$ cat src/rtl/game_io_bridge.sv
// Board-side I/O bridge for the dinosaur game: debounced buttons, per-frame snapshots of
// the processor's sprite registers, collision detection and sticky flags the processor acknowledges.

module game_io_debounce #(
  parameter int CYCLES = 500000
) (
  input  logic clock,
  input  logic reset,
  input  logic din,
  output logic state
);
  localparam int CW = $clog2(CYCLES);
  localparam logic [CW-1:0] CNT_LAST = CW'(CYCLES - 1);

  logic [CW-1:0] cnt;

  // The input must disagree with the held state for CYCLES consecutive cycles before the
  // state follows it; a single agreeing cycle restarts the count.
  always_ff @(posedge clock or posedge reset) begin
    if (reset) begin
      state <= 1'b0;
      cnt   <= '0;
    end else if (din == state) begin
      cnt <= '0;
    end else if (cnt == CNT_LAST) begin
      state <= ~state;
      cnt   <= '0;
    end else begin
      cnt <= cnt + CW'(1);
    end
  end
endmodule

module game_io_bridge #(
  parameter int DEBOUNCE_CYCLES = 500000,
  parameter int DINO_X          = 40,
  parameter int DINO_W          = 20,
  parameter int DINO_H          = 24,
  parameter int OBST_W          = 12,
  parameter int OBST_H          = 20,
  parameter int GROUND_Y        = 200
) (
  input  logic        clock,
  input  logic        reset,
  input  logic        btn_raw,
  input  logic        pause_raw,
  input  logic        vsync_raw,
  input  logic [31:0] dino_y_in,
  input  logic [31:0] obst_x_in,
  input  logic [31:0] ack_word,
  output logic        button_signal,
  output logic        screen_signal,
  output logic        collision_signal,
  output logic        pause_signal,
  output logic [31:0] dino_y_disp,
  output logic [31:0] obst_x_disp
);
  localparam logic [32:0] X_RIGHT = 33'(DINO_X + DINO_W);
  localparam logic [32:0] X_LEFT  = 33'(DINO_X);
  localparam logic [32:0] OW      = 33'(OBST_W);
  localparam logic [32:0] DH      = 33'(DINO_H);
  localparam logic [32:0] OBST_TOP = 33'(GROUND_Y - OBST_H);

  logic btn_s1, btn_s2, pause_s1, pause_s2, vs_s1, vs_s2, vs_prev;
  logic btn_deb, btn_deb_q, pause_deb, pause_deb_q;
  logic [2:0] ack_q, ack_d;
  logic check_pending;

  logic btn_rise, pause_rise, vs_rise;
  logic [2:0] ack_rise;
  logic x_hit, y_hit, coll_hit;
  logic unused_ack;

  assign unused_ack = ^ack_word[31:3];

  always_ff @(posedge clock or posedge reset) begin
    if (reset) begin
      btn_s1   <= 1'b0;
      btn_s2   <= 1'b0;
      pause_s1 <= 1'b0;
      pause_s2 <= 1'b0;
      vs_s1    <= 1'b0;
      vs_s2    <= 1'b0;
      vs_prev  <= 1'b0;
    end else begin
      btn_s1   <= btn_raw;
      btn_s2   <= btn_s1;
      pause_s1 <= pause_raw;
      pause_s2 <= pause_s1;
      vs_s1    <= vsync_raw;
      vs_s2    <= vs_s1;
      vs_prev  <= vs_s2;
    end
  end

  game_io_debounce #(.CYCLES(DEBOUNCE_CYCLES)) u_btn_deb (
    .clock (clock),
    .reset (reset),
    .din   (btn_s2),
    .state (btn_deb)
  );

  game_io_debounce #(.CYCLES(DEBOUNCE_CYCLES)) u_pause_deb (
    .clock (clock),
    .reset (reset),
    .din   (pause_s2),
    .state (pause_deb)
  );

  // ack_word is already in this clock domain, so a single register plus a delayed copy
  // is enough to find its rising edges.
  always_ff @(posedge clock or posedge reset) begin
    if (reset) begin
      ack_q       <= 3'b000;
      ack_d       <= 3'b000;
      btn_deb_q   <= 1'b0;
      pause_deb_q <= 1'b0;
    end else begin
      ack_q       <= ack_word[2:0];
      ack_d       <= ack_q;
      btn_deb_q   <= btn_deb;
      pause_deb_q <= pause_deb;
    end
  end

  assign btn_rise   = btn_deb & ~btn_deb_q;
  assign pause_rise = pause_deb & ~pause_deb_q;
  assign vs_rise    = vs_s2 & ~vs_prev;
  assign ack_rise   = ack_q & ~ack_d;

  // 33-bit compares so that large register values cannot wrap into a false overlap.
  assign x_hit    = ({1'b0, obst_x_disp} < X_RIGHT) && (({1'b0, obst_x_disp} + OW) > X_LEFT);
  assign y_hit    = ({1'b0, dino_y_disp} + DH) > OBST_TOP;
  assign coll_hit = x_hit && y_hit;

  always_ff @(posedge clock or posedge reset) begin
    if (reset) begin
      dino_y_disp   <= 32'd0;
      obst_x_disp   <= 32'd0;
      check_pending <= 1'b0;
    end else begin
      check_pending <= vs_rise;
      if (vs_rise) begin
        dino_y_disp <= dino_y_in;
        obst_x_disp <= obst_x_in;
      end
    end
  end

  // Setting takes priority over an acknowledge landing on the same edge.
  always_ff @(posedge clock or posedge reset) begin
    if (reset) begin
      button_signal    <= 1'b0;
      screen_signal    <= 1'b0;
      collision_signal <= 1'b0;
      pause_signal     <= 1'b0;
    end else begin
      if (btn_rise)         button_signal <= 1'b1;
      else if (ack_rise[0]) button_signal <= 1'b0;

      if (vs_rise)          screen_signal <= 1'b1;
      else if (ack_rise[1]) screen_signal <= 1'b0;

      if (check_pending && coll_hit) collision_signal <= 1'b1;
      else if (ack_rise[2])          collision_signal <= 1'b0;

      if (pause_rise) pause_signal <= ~pause_signal;
    end
  end
endmodule

$ cat config.mk
export PLATFORM = sky130hd
export DESIGN_NAME = game_io_bridge
export DESIGN_NICKNAME = d
export VERILOG_FILES = /design/src/rtl/game_io_bridge.sv
export SDC_FILE = /design/constraint.sdc
export NUM_CORES = 1
export LEC_CHECK = 0
export BUFFER_PORTS_ARGS = -buffer_cell sky130_fd_sc_hd__buf_4
export CORE_MARGIN = 10
export CORE_UTILIZATION = 35
export DETAILED_ROUTE_END_ITERATION = 7
export GPL_TIMING_DRIVEN = 0
export REMOVE_ABC_BUFFERS = 1
export SYNTH_ARGS = -nofsm -noshare
export SYNTH_HDL_FRONTEND = slang
export SYNTH_SLANG_ARGS = --single-unit
$ cat constraint.sdc
create_clock -name clock -period 6.08 [get_ports clock]
set_input_delay 0.304 -clock clock [delete_from_list [all_inputs] [get_ports clock]]
set_output_delay 0.304 -clock clock [all_outputs]
set_load 0.005 [all_outputs]
# ---- After elaboration in Yosys (flattened, before gate mapping)
# Index checks and enable logic that the tools add are counted.
dict set report classes {
  n_eq_ne 4
  reduce_logical 8
  bitwise_logic 13
  addsub 4
  mux 10
  n_lt_le_gt_ge 3
}
# op n
set op_table {}
lappend op_table {{2-to-1 mux 19 bit} 4}
lappend op_table {{adder 19 x 1 -> 19 bit, second input constant} 2}
lappend op_table {{equality test 19 bit, second input constant} 2}
lappend op_table {{adder 32 x 4 -> 33 bit, second input constant} 1}
lappend op_table {{adder 32 x 5 -> 33 bit, second input constant} 1}
lappend op_table {{greater-than comparator 33 x 6 -> 1 bit, second input constant} 1}
lappend op_table {{greater-than comparator 33 x 8 -> 1 bit, second input constant} 1}
lappend op_table {{less-than comparator 32 x 6 -> 1 bit, second input constant} 1}
lappend op_table {{inverter 1 bit} 8}
lappend op_table {{2-to-1 mux 1 bit} 6}
lappend op_table {{nonzero test 2 bit} 3}
lappend op_table {{AND reduction 2 bit} 2}
lappend op_table {{bitwise AND 1 bit} 3}
lappend op_table {{bitwise AND 3 bit} 1}
lappend op_table {{logical AND 1 bit} 3}
lappend op_table {{inverter 3 bit} 1}
lappend op_table {{equality test 1 bit} 2}
dict set report totals {
  in_bits 101
  regBits 124
  wordCells 64
  out_inout_bits 68
}

# ---- Logic depth before layout (Yosys ltp)
# Gate-level depths: netlist of the first run.
dict set report depth {
  word_depth 6
  ltp_mapped 9
  depth_no_buf 9
}

# ---- Cells and area by module
# Synthesis of the first run repeated with hierarchy kept, for this count alone.
dict set report hier_totals {
  cells_unflattened 583
  area_unflattened_um2 6362.4
}
# module cells_per_inst n_inst area_each_um2 seq_area_each_um2
set modules_own_cells {}
lappend modules_own_cells {game_io_bridge 381 1 4280.4 2102.0}
lappend modules_own_cells {game_io_debounce 101 2 1041.0 500.5}

# ---- Least setup slack after synthesis of the first run
# OpenSTA, ideal clock, no wires.
dict set report synth_path {
  path_kind {register to register}
  start {register dino_y_disp[3]}
  end {register collision_signal}
  required_ps 5945
  slack_ps 3897
  arrival_ps 2048
  setup_time_ps 135
  path_stages_with_launch 10
  path_buffers 0
  period_less_slack_ps 2183
  path_cell_list {dfrtp_1 -> inv_1 -> ha_1 -> nand4b_4 -> nor4_4 -> o2111ai_1 -> o31ai_1 -> o211ai_1 -> nor4_1 -> a311oi_1}
}
dict set report synth_via {
  elab_chain_cells 5
  elab_cells_between_ends 6
  cone_classes {add/sub: 1; order compare: 1; mux: 1; reduce/logical: 3}
}
# item line_no
set synth_lines {}
lappend synth_lines {{from (decl)} 55} ;# output logic [31:0] dino_y_disp,
lappend synth_lines {{from (signal assigned)} 144} ;# dino_y_disp <= dino_y_in;
lappend synth_lines {{adder 32 x 5 -> 33 bit *} 133} ;# assign y_hit = ({1'b0, dino_y_disp} + DH) > OBST_TOP;
lappend synth_lines {{greater-than comparator 33 x 8 -> 1 bit *} 133}
lappend synth_lines {{logical AND 1 bit *} 134} ;# assign coll_hit = x_hit && y_hit;
lappend synth_lines {{logical AND 1 bit *} 164} ;# if (check_pending && coll_hit) collision_signal <= 1'b1;
lappend synth_lines {{2-to-1 mux 1 bit or nonzero test 2 bit (tied branches)} -}
lappend synth_lines {{to (signal assigned)} 155} ;# collision_signal <= 1'b0;
lappend synth_lines {{to (signal assigned)} 164}
lappend synth_lines {{to (signal assigned)} 165} ;# else if (ack_rise[2]) collision_signal <= 1'b0;
lappend synth_lines {{to (decl)} 53} ;# output logic collision_signal,
# Mark *: on every way between the ends. The rest lies on a longest branch, timed or not.
# A chain may end at the register's enable or synchronous reset.

# ---- Worst setup path after layout of the first run
# Same ends and word-level chain as after synthesis.

==> impl_summary.md, run 1 <==
STA
For the pin with the worst max-slew slack, the measured transition is ~0.80 ns. Derived from the worst setup path, the maximum achievable clock frequency is 0.3480 GHz. The worst pin sits at a relative slew slack of 0.4643. For the final database, setup skew stands at 0.007557 ns.

The number of slew-limit violations in the final report is 0. Adding up every negative setup slack in the final design gives 0 ns. The worst path meets setup with 3.207 ns of slack.

The number of hold-slack violations in the final timing report is 0. Setup repair after global routing left no endpoint under its margin. The final critical path time including I/O delays and setup is between 2 and 3 ns.

Setup violations remaining at the end of the flow were counted as 0. The final period utilization is 0.4726.

Layout
The final-stage net count is 845. After filler insertion, the fill cell instance count of the layout stands at 1614. The fraction of final layout cells with drive strength greater than 1 is 0.3333. 0 antenna diodes ended up in the layout. The final standard cell count with taps included and fillers excluded is 975. The top cell types in the final layout, fill and taps aside, are buf_4, dfrtp_1, nor2_1. The library cell used most frequently in the layout, excluding fill and tap cells, is buf_4. The post-route core utilization is 0.4769.

The area added between synthesis and finish is 32.77%.

Die
For this configuration, the core starts out at a cell density of 0.3592. The chip width is 153.5 µm. In this run the core area contains 48 standard-cell rows. The vertical die dimension is 153.5 µm.

The die covers 23550 µm². The top-level port count is 169. The core region is 17360 µm².

CTS
After clock tree synthesis, the clock-pin slew on the worst setup and hold paths is 0.06 ns. The root buffer cell is clkbuf_16. The clock drives between 100 and 150 sinks. The TritonCTS clock tree is done. The insertion delay of the later-clocked pin in the worst-skew pair is between 0.4 and 0.5 ns. The number of H-tree levels is 4. The number of buffers inserted by post-CTS setup repair is 0. Clock tree synthesis inserted a total of 17 buffers.

Counting along the longest clock path gives a buffer depth of 2.

Worst setup path
The launching point of the worst reg2reg path is dino_y_disp[3]$_DFFE_PP0P_. Setup slack on the worst reg-to-reg path comes out at 3.21 ns. The reg-to-reg critical path endpoint is collision_signal$_DFFE_PP0P_. At the worst endpoint, the arrival time is 3.15 ns. STA classifies the critical path startpoint as a register.

The worst setup path is of the reg -> reg kind. In this run the worst setup path terminates at collision_signal$_DFFE_PP0P_. Tracing the worst setup path back leads to its startpoint at dino_y_disp[3]$_DFFE_PP0P_. The number of cells on the worst reg-to-reg path is 9. The endpoint type of the worst setup path is a register. The top fanout value on the critical path is 8. STA puts the critical path data required time at 6.35 ns.

Routing
The total wire length after detailed routing is 16320 µm. The post-detailed-route count of antenna-violating nets is 0. Using the TritonRoute via totals, the vias-per-cell ratio works out to 5.195. The number of DRC markers after the initial detailed-route iteration is 339.

The routed layout has 5065 vias. The pre-antenna-repair detailed-routing pass consisted of 4 iterations. Dividing the detail-routed wire length by the instance count gives between 15 and 20 µm. In the routed design, unresolved DRC markers number 0.

GRT
The via count of the first global-routing pass is 5257. The first-pass GRT wire length is around 27000 µm. For this run the aggregate overflow at the end of global routing stands at 0. The pin count of the biggest net entering global routing is 78. The global routing usage summed across all routing layers is 0.1369. The number of antenna violations at the first check in global routing was 0.

Placed design
During placement, the flow inserted port buffers numbering 139. The half-perimeter wire length after detailed placement is 11940 µm. The number of instances in the placed design is 936. The congestion estimate from routability-driven global placement came to 0.8340. Prior to clock tree synthesis, the placed netlist has a worst setup slack of about 3.2 ns.

Logic synthesis
The synthesized instance count is 584. The Yosys step of the flow raised 0 warnings. The number of unique standard cell types used by synthesis is 63. The number of flops mapped to enable cells by yosys is 0. The fraction of the yosys area taken by sequential cells is 0.4977. The fraction of synthesis flops using an asynchronous set or reset pin is 1.000. For this run, the leading register cell type out of synthesis is dfrtp_1.

Summing every instance area after synthesis gives between 6000 and 7000 µm². A synthesized cell averages 10.68 µm². In this run, synthesis produced a sequential element count of 124.

Power
The power per cell area is 296.1 nW/µm². The leakage power total is 3.624 nW. IR analysis of the VDD net gives a maximum drop of 198.0 µV.

Run
The tool flagged a number of max-cap violations equal to 0.

Worst hold path
The beginning of the worst hold path is obst_x_in[15]. The worst hold path belongs to the class in -> reg. The number of instances on the worst hold path is 3.

Outcome
The flow ran to the end, and the final reports show no timing, DRC or antenna violations.
report_power, final:
| group | switching (mW) | internal (mW) | total (mW) | leakage (nW) |
|---|---|---|---|---|
| logic | 0.158 | 0.218 | 0.376 | 1.77 |
| registers | 0.125 | 0.895 | 1.02 | 1.56 |
| clock network | 0.385 | 0.670 | 1.06 | 0.301 |
worst max-delay path: stages, from the launching register on:
cell and delay [ns]:
dfrtp_1 0.51, inv_1 0.13, ha_1 0.29, nand4b_4 0.24
nor4_4 0.46, nand4_1 0.21, o21ai_0 0.31, o211ai_2 0.12
nor4_1 0.36, a311oi_1 0.11
stage by stage:
stage          power, mW  hold WS (ns)  cell area (µm²)
6_report           2.451       0.09185             8278
5_1_grt            2.571       0.08644             8278
4_1_cts            2.481       0.07468             8278
3_5_place_dp       1.411        0.3379             7591
3_3_place_gp       1.392        0.3359             7496
2_1_floorplan      1.193        0.3312             6171
cells by family (layout without fill, tap and decap cells):
| kind of cell | Yosys count | in the layout | share of synthesized area |
|---|---|---|---|
| compound gates | 73 | 73 | 0.08028 |
| simple gates | 244 | 244 | 0.2193 |
| flops | 124 | 124 | 0.4977 |
| xor+xnor | 44 | 44 | 0.06181 |
| buf+inv | 33 | 199 | 0.02107 |
| fa+ha+maj | 7 | 7 | 0.01405 |
| mux | 59 | 59 | 0.1058 |
repair_timing:
action	CTS	global route
hold endpoints to repair	53	0
resized for setup	0	0
hold buffers	7	0
synth_stat cells, drive strengths merged, types with 8 or more instances:
cell     n  area [µm²]
buf      9       41.29
and3    10       62.56
nand4   14       132.6
mux2    55       619.3
nor3    15       90.09
nand2   41       153.9
a31oi    8       50.05
xor2    27       236.5
dfrtp  124        3103
o21ai   24       120.1
nor4    12       105.1
xnor2   17       148.9
inv     18       67.56
nor2    64       240.2
nand3   40       200.2
state kept, by name, indices dropped and copies added (netlist names):
signal	flops
btn_s2	1
pause_deb_q	1
dino_y_disp	32
pause_s2	1
ack_d	3
vs_prev	1
u_pause_deb.state	1
u_pause_deb.cnt	19
button_signal	1
vs_s1	1
ack_q	3
btn_s1	1
obst_x_disp	32
u_btn_deb.state	1
btn_deb_q	1
vs_s2	1
u_btn_deb.cnt	19
pause_signal	1
pause_s1	1
check_pending	1
collision_signal	1
screen_signal	1
per-layer routing:
metal  track usage  vias to the layer above  routed length, µm
met4       0.03869                        0                175
met3       0.04265                       13                815
met2        0.2335                      110               8326
li1              -                     2416                  -
met5             0                        -                  0
met1        0.1622                     2526               7001
worst min-delay path by stage:
stage / slack [ns] / endpoint
2_1_floorplan: 0.33 / btn_s2$_DFF_PP0_
3_3_place_gp: 0.34 / vs_s2$_DFF_PP0_
3_5_place_dp: 0.34 / pause_s2$_DFF_PP0_
4_1_cts: 0.07 / obst_x_disp[2]$_DFFE_PP0P_
5_1_grt: 0.09 / dino_y_disp[16]$_DFFE_PP0P_
6_report: 0.09 / obst_x_disp[15]$_DFFE_PP0P_
layout make-up:
cell class              count  area, µm²  share of cell area
clock buffers              20      456.7             0.05517
multi-input cells         427       3008              0.3634
flip-flops and latches    124       3103              0.3748
clock inverters            12      160.2             0.01935
inverters                  18      72.57            0.008767
repair buffers            149       1196              0.1445
well taps                 225      281.5             0.03401
(Power assumes the default switching activity.)
==> inputs of run 2 (changes only) <==
Clock period 6.08 ns to 2.8 ns, I/O delays scaled along.
==> impl_summary.md, run 2 (synthesized netlist as in run 1, its figures left out) <==
Outcome
The run finished with clean final reports.

Run
The max-cap check violation count is 0 (unchanged).

Routing
The average detailed-routed wire length per instance is 16.63 µm (-0.67%). The post-detailed-route count of antenna-violating nets was 0 (unchanged). The number of DRC markers after the initial detailed-route iteration is 363 (+7.1%). The total vias in the final route is 5353 (+5.7%). The total wire length after detailed routing is 17310 µm (+6.1%).

The DRC violations left came to 0 (unchanged). The iteration count of the initial detailed-routing pass is 5 (+1). The detailed-route vias per instance is 5.142 (-1.0%).

Worst setup path
Walking the worst path, the cells encountered are inv_1, ha_1, nand4b_4, nor4_4, buf_4, nand4_1, o21ai_0, o211ai_2, nor4_2, a311oi_1. The maximum single-stage delay on the critical path was 0.50 ns (about the same). The required time at the endpoint of the critical path is 3.08 ns (-3.27 ns). The worst path buffer plus inverter count is 2 (+1). The worst reg-to-reg path cell count is 10 (+1). STA classifies the critical path startpoint as a register.

The slowest cell on the critical path is dfrtp_1. The endpoint type of the worst setup path is a register. The data arrival time of the critical path came to 2.86 ns (-0.29 ns). Broken down by cell family, the worst path's largest delay share belongs to simple AND/OR/NAND/NOR gates.

The start-to-end type of the worst setup path is reg -> reg. The setup slack on the worst flop-to-flop path is 0.22 ns (-2.99 ns). The startpoint identified for the worst register-to-register timing path is dino_y_disp[3]$_DFFE_PP0P_. The reg-to-reg critical path endpoint is collision_signal$_DFFE_PP0P_. The top fanout value on the critical path is 8 (unchanged).

Layout
The count of filler cells inserted in the layout is 1530 (-5.2%). The most frequent standard cell in the layout excluding fill and tap cells is buf_4. The fraction of final layout cells with drive strength greater than 1 is 0.3100 (-0.02328).

In the final layout, the registers with the most flip-flops are dino_y_disp (32), obst_x_disp (32). The library cells used most frequently in the layout, excluding fill and tap cells, are buf_4, dfrtp_1, dlygate4sd3_1. The final-stage net count came to 911 (+7.8%). The area added between synthesis and finish is 43.39%. The number of diodes is 0 (unchanged).

The final standard cell count with taps included and fillers excluded was 1041 (+6.8%).

GRT
The global routing usage summed across all routing layers is 0.1455 (+0.008559). The global-route congestion overflow total is 0 (unchanged). The via count of the first global-routing pass is 5593 (+6.4%).

The number of antenna violations at the first check in global routing is 0 (unchanged). The pin count of the biggest net entering global routing is 78 (unchanged). The first-pass GRT wire length is 28580 µm (+6.5%).

Die
The chip width is 153.5 µm (unchanged). The vertical die dimension is 153.5 µm (unchanged). The number of cell rows is 48 (unchanged).

The initial cell density of the core is 0.3592 (unchanged). The die outline area is 23550 µm² (unchanged). The total core area is 17360 µm² (unchanged). The top-level port count is 169 (unchanged).

STA
The largest clock skew in the final design is 0.007080 ns (-0.0004774 ns). The maximum frequency from static timing analysis is 0.3869 GHz (+11%). The final period utilization is 0.9232 (+0.4506). Setup repair after global routing left no endpoint under its margin.

The final critical path time including I/O delays and setup is 2.585 ns (-0.2883 ns). The number of failing setup endpoints in the final timing report is 0 (unchanged). The number of slew-limit violations in the final report was 0 (unchanged). The number of hold-slack violations in the final timing report is 0 (unchanged). The slack of the critical path is 0.2151 ns (-2.992 ns). The headroom to the max-slew limit is 0.4557 (-0.008572). The pin slew with the least headroom to its limit is 0.8147 ns (+0.01283 ns). The final hold slack was 0.2969 ns (+0.2050 ns).

CTS
The TritonCTS clock tree is done. The total number of clock tree sinks was 124 (unchanged). The root buffer cell is clkbuf_16. The deepest clock path buffer count came to 2 (unchanged). The number of H-tree levels is 4 (unchanged).

The clock transition time at the flip-flop clock pins of the worst setup and hold paths is 0.06 ns (about the same). The number of buffers added by the clock tree synthesis step is 17 (unchanged). The insertion delay of the later-clocked pin in the worst-skew pair is 0.42 ns (about the same).

Power
The worst vdd rail ir drop came to 428.4 µV (+120%). The power per cell area is 604.4 nW/µm² (+100%). The leakage power total was 3.902 nW (+7.7%).

The overall power of the completed layout was 5.403 mW (+120%).

Placed design
The count of input and output buffers is 139 (unchanged). The post-placement worst setup slack came to -0.09390 ns (-3.280 ns). The number of instances in the placed design is 936 (unchanged). The routability congestion estimate from global placement is 0.8340 (unchanged). The half-perimeter wire length after detailed placement is 11940 µm (unchanged).

Worst hold path
The classification of the worst-slack hold path is in -> async.
run 2: cell count changes in the layout (fill, tap and decap cells not counted):
cell / previous run / this run
nor4_1: 10 / 9
buf_4: 139 / 141
nor4_2: 0 / 1
dlygate4sd3_1: 7 / 71
run 2: layer usage:
metal	routed length, µm	GRT usage
met2	8911	0.2522
met1	7351	0.1708
met4	240	0.04318
met3	804	0.04097
met5	0	0
run 2: power breakdown:
group          internal (mW)  leakage (nW)  switching (mW)
Clock                   1.46         0.301           0.836
Sequential              1.94          1.56           0.271
Combinational          0.531          2.04           0.365
run 2: worst reg2reg max path, delay by kind of cell, from the launching register on:
family	cells	cell delay (ns)
buf+inv	2	0.32
flops	1	0.50
fa+ha+maj	1	0.29
compound gates	3	0.53
simple gates	4	0.82
run 2: worst max-delay path by stage:
stage	to	slack (ns)	cells after the start	start
finish	collision_signal$_DFFE_PP0P_	0.22	10	dino_y_disp[3]$_DFFE_PP0P_
global route	collision_signal$_DFFE_PP0P_	0.03	10	dino_y_disp[3]$_DFFE_PP0P_
CTS	collision_signal$_DFFE_PP0P_	0.05	9	dino_y_disp[3]$_DFFE_PP0P_
detailed placement	collision_signal$_DFFE_PP0P_	-0.09	9	dino_y_disp[3]$_DFFE_PP0P_
global placement	obst_x_disp[6]$_DFFE_PP0P_	-2.67	2	vs_s2$_DFF_PP0_
floorplan	dino_y_disp[0]$_DFFE_PP0P_	-1.16	2	vs_s2$_DFF_PP0_
run 2: timing repair:
action,4_1_cts,5_1_grt
hold buffers,71,0
pin swaps,0,1
setup endpoints to repair,1,1
resized for setup,1,0
hold endpoints to repair,117,0
buffers inserted,0,2
run 2: final cells by class:
class                   count  area, µm²  share of cell area
flip-flops and latches    124       3103              0.3471
multi-input cells         427       3014              0.3372
repair buffers            215       1852              0.2071
clock buffers              20      456.7             0.05108
well taps                 225      281.5             0.03149
clock inverters            12      160.2             0.01791
inverters                  18      72.57            0.008118
run 2: per-stage QoR:
| stage | cell area (µm²) | TNS, ns | util |
|---|---|---|---|
| floorplan | 6171 | -153.66 | - |
| global placement | 7496 | -408.58 | 0.4319 |
| detailed placement | 7591 | -0.09390 | 0.4374 |
| CTS | 8925 | 0 | 0.5142 |
| global route | 8940 | 0 | 0.5151 |
| finish | 8940 | 0 | 0.5151 |
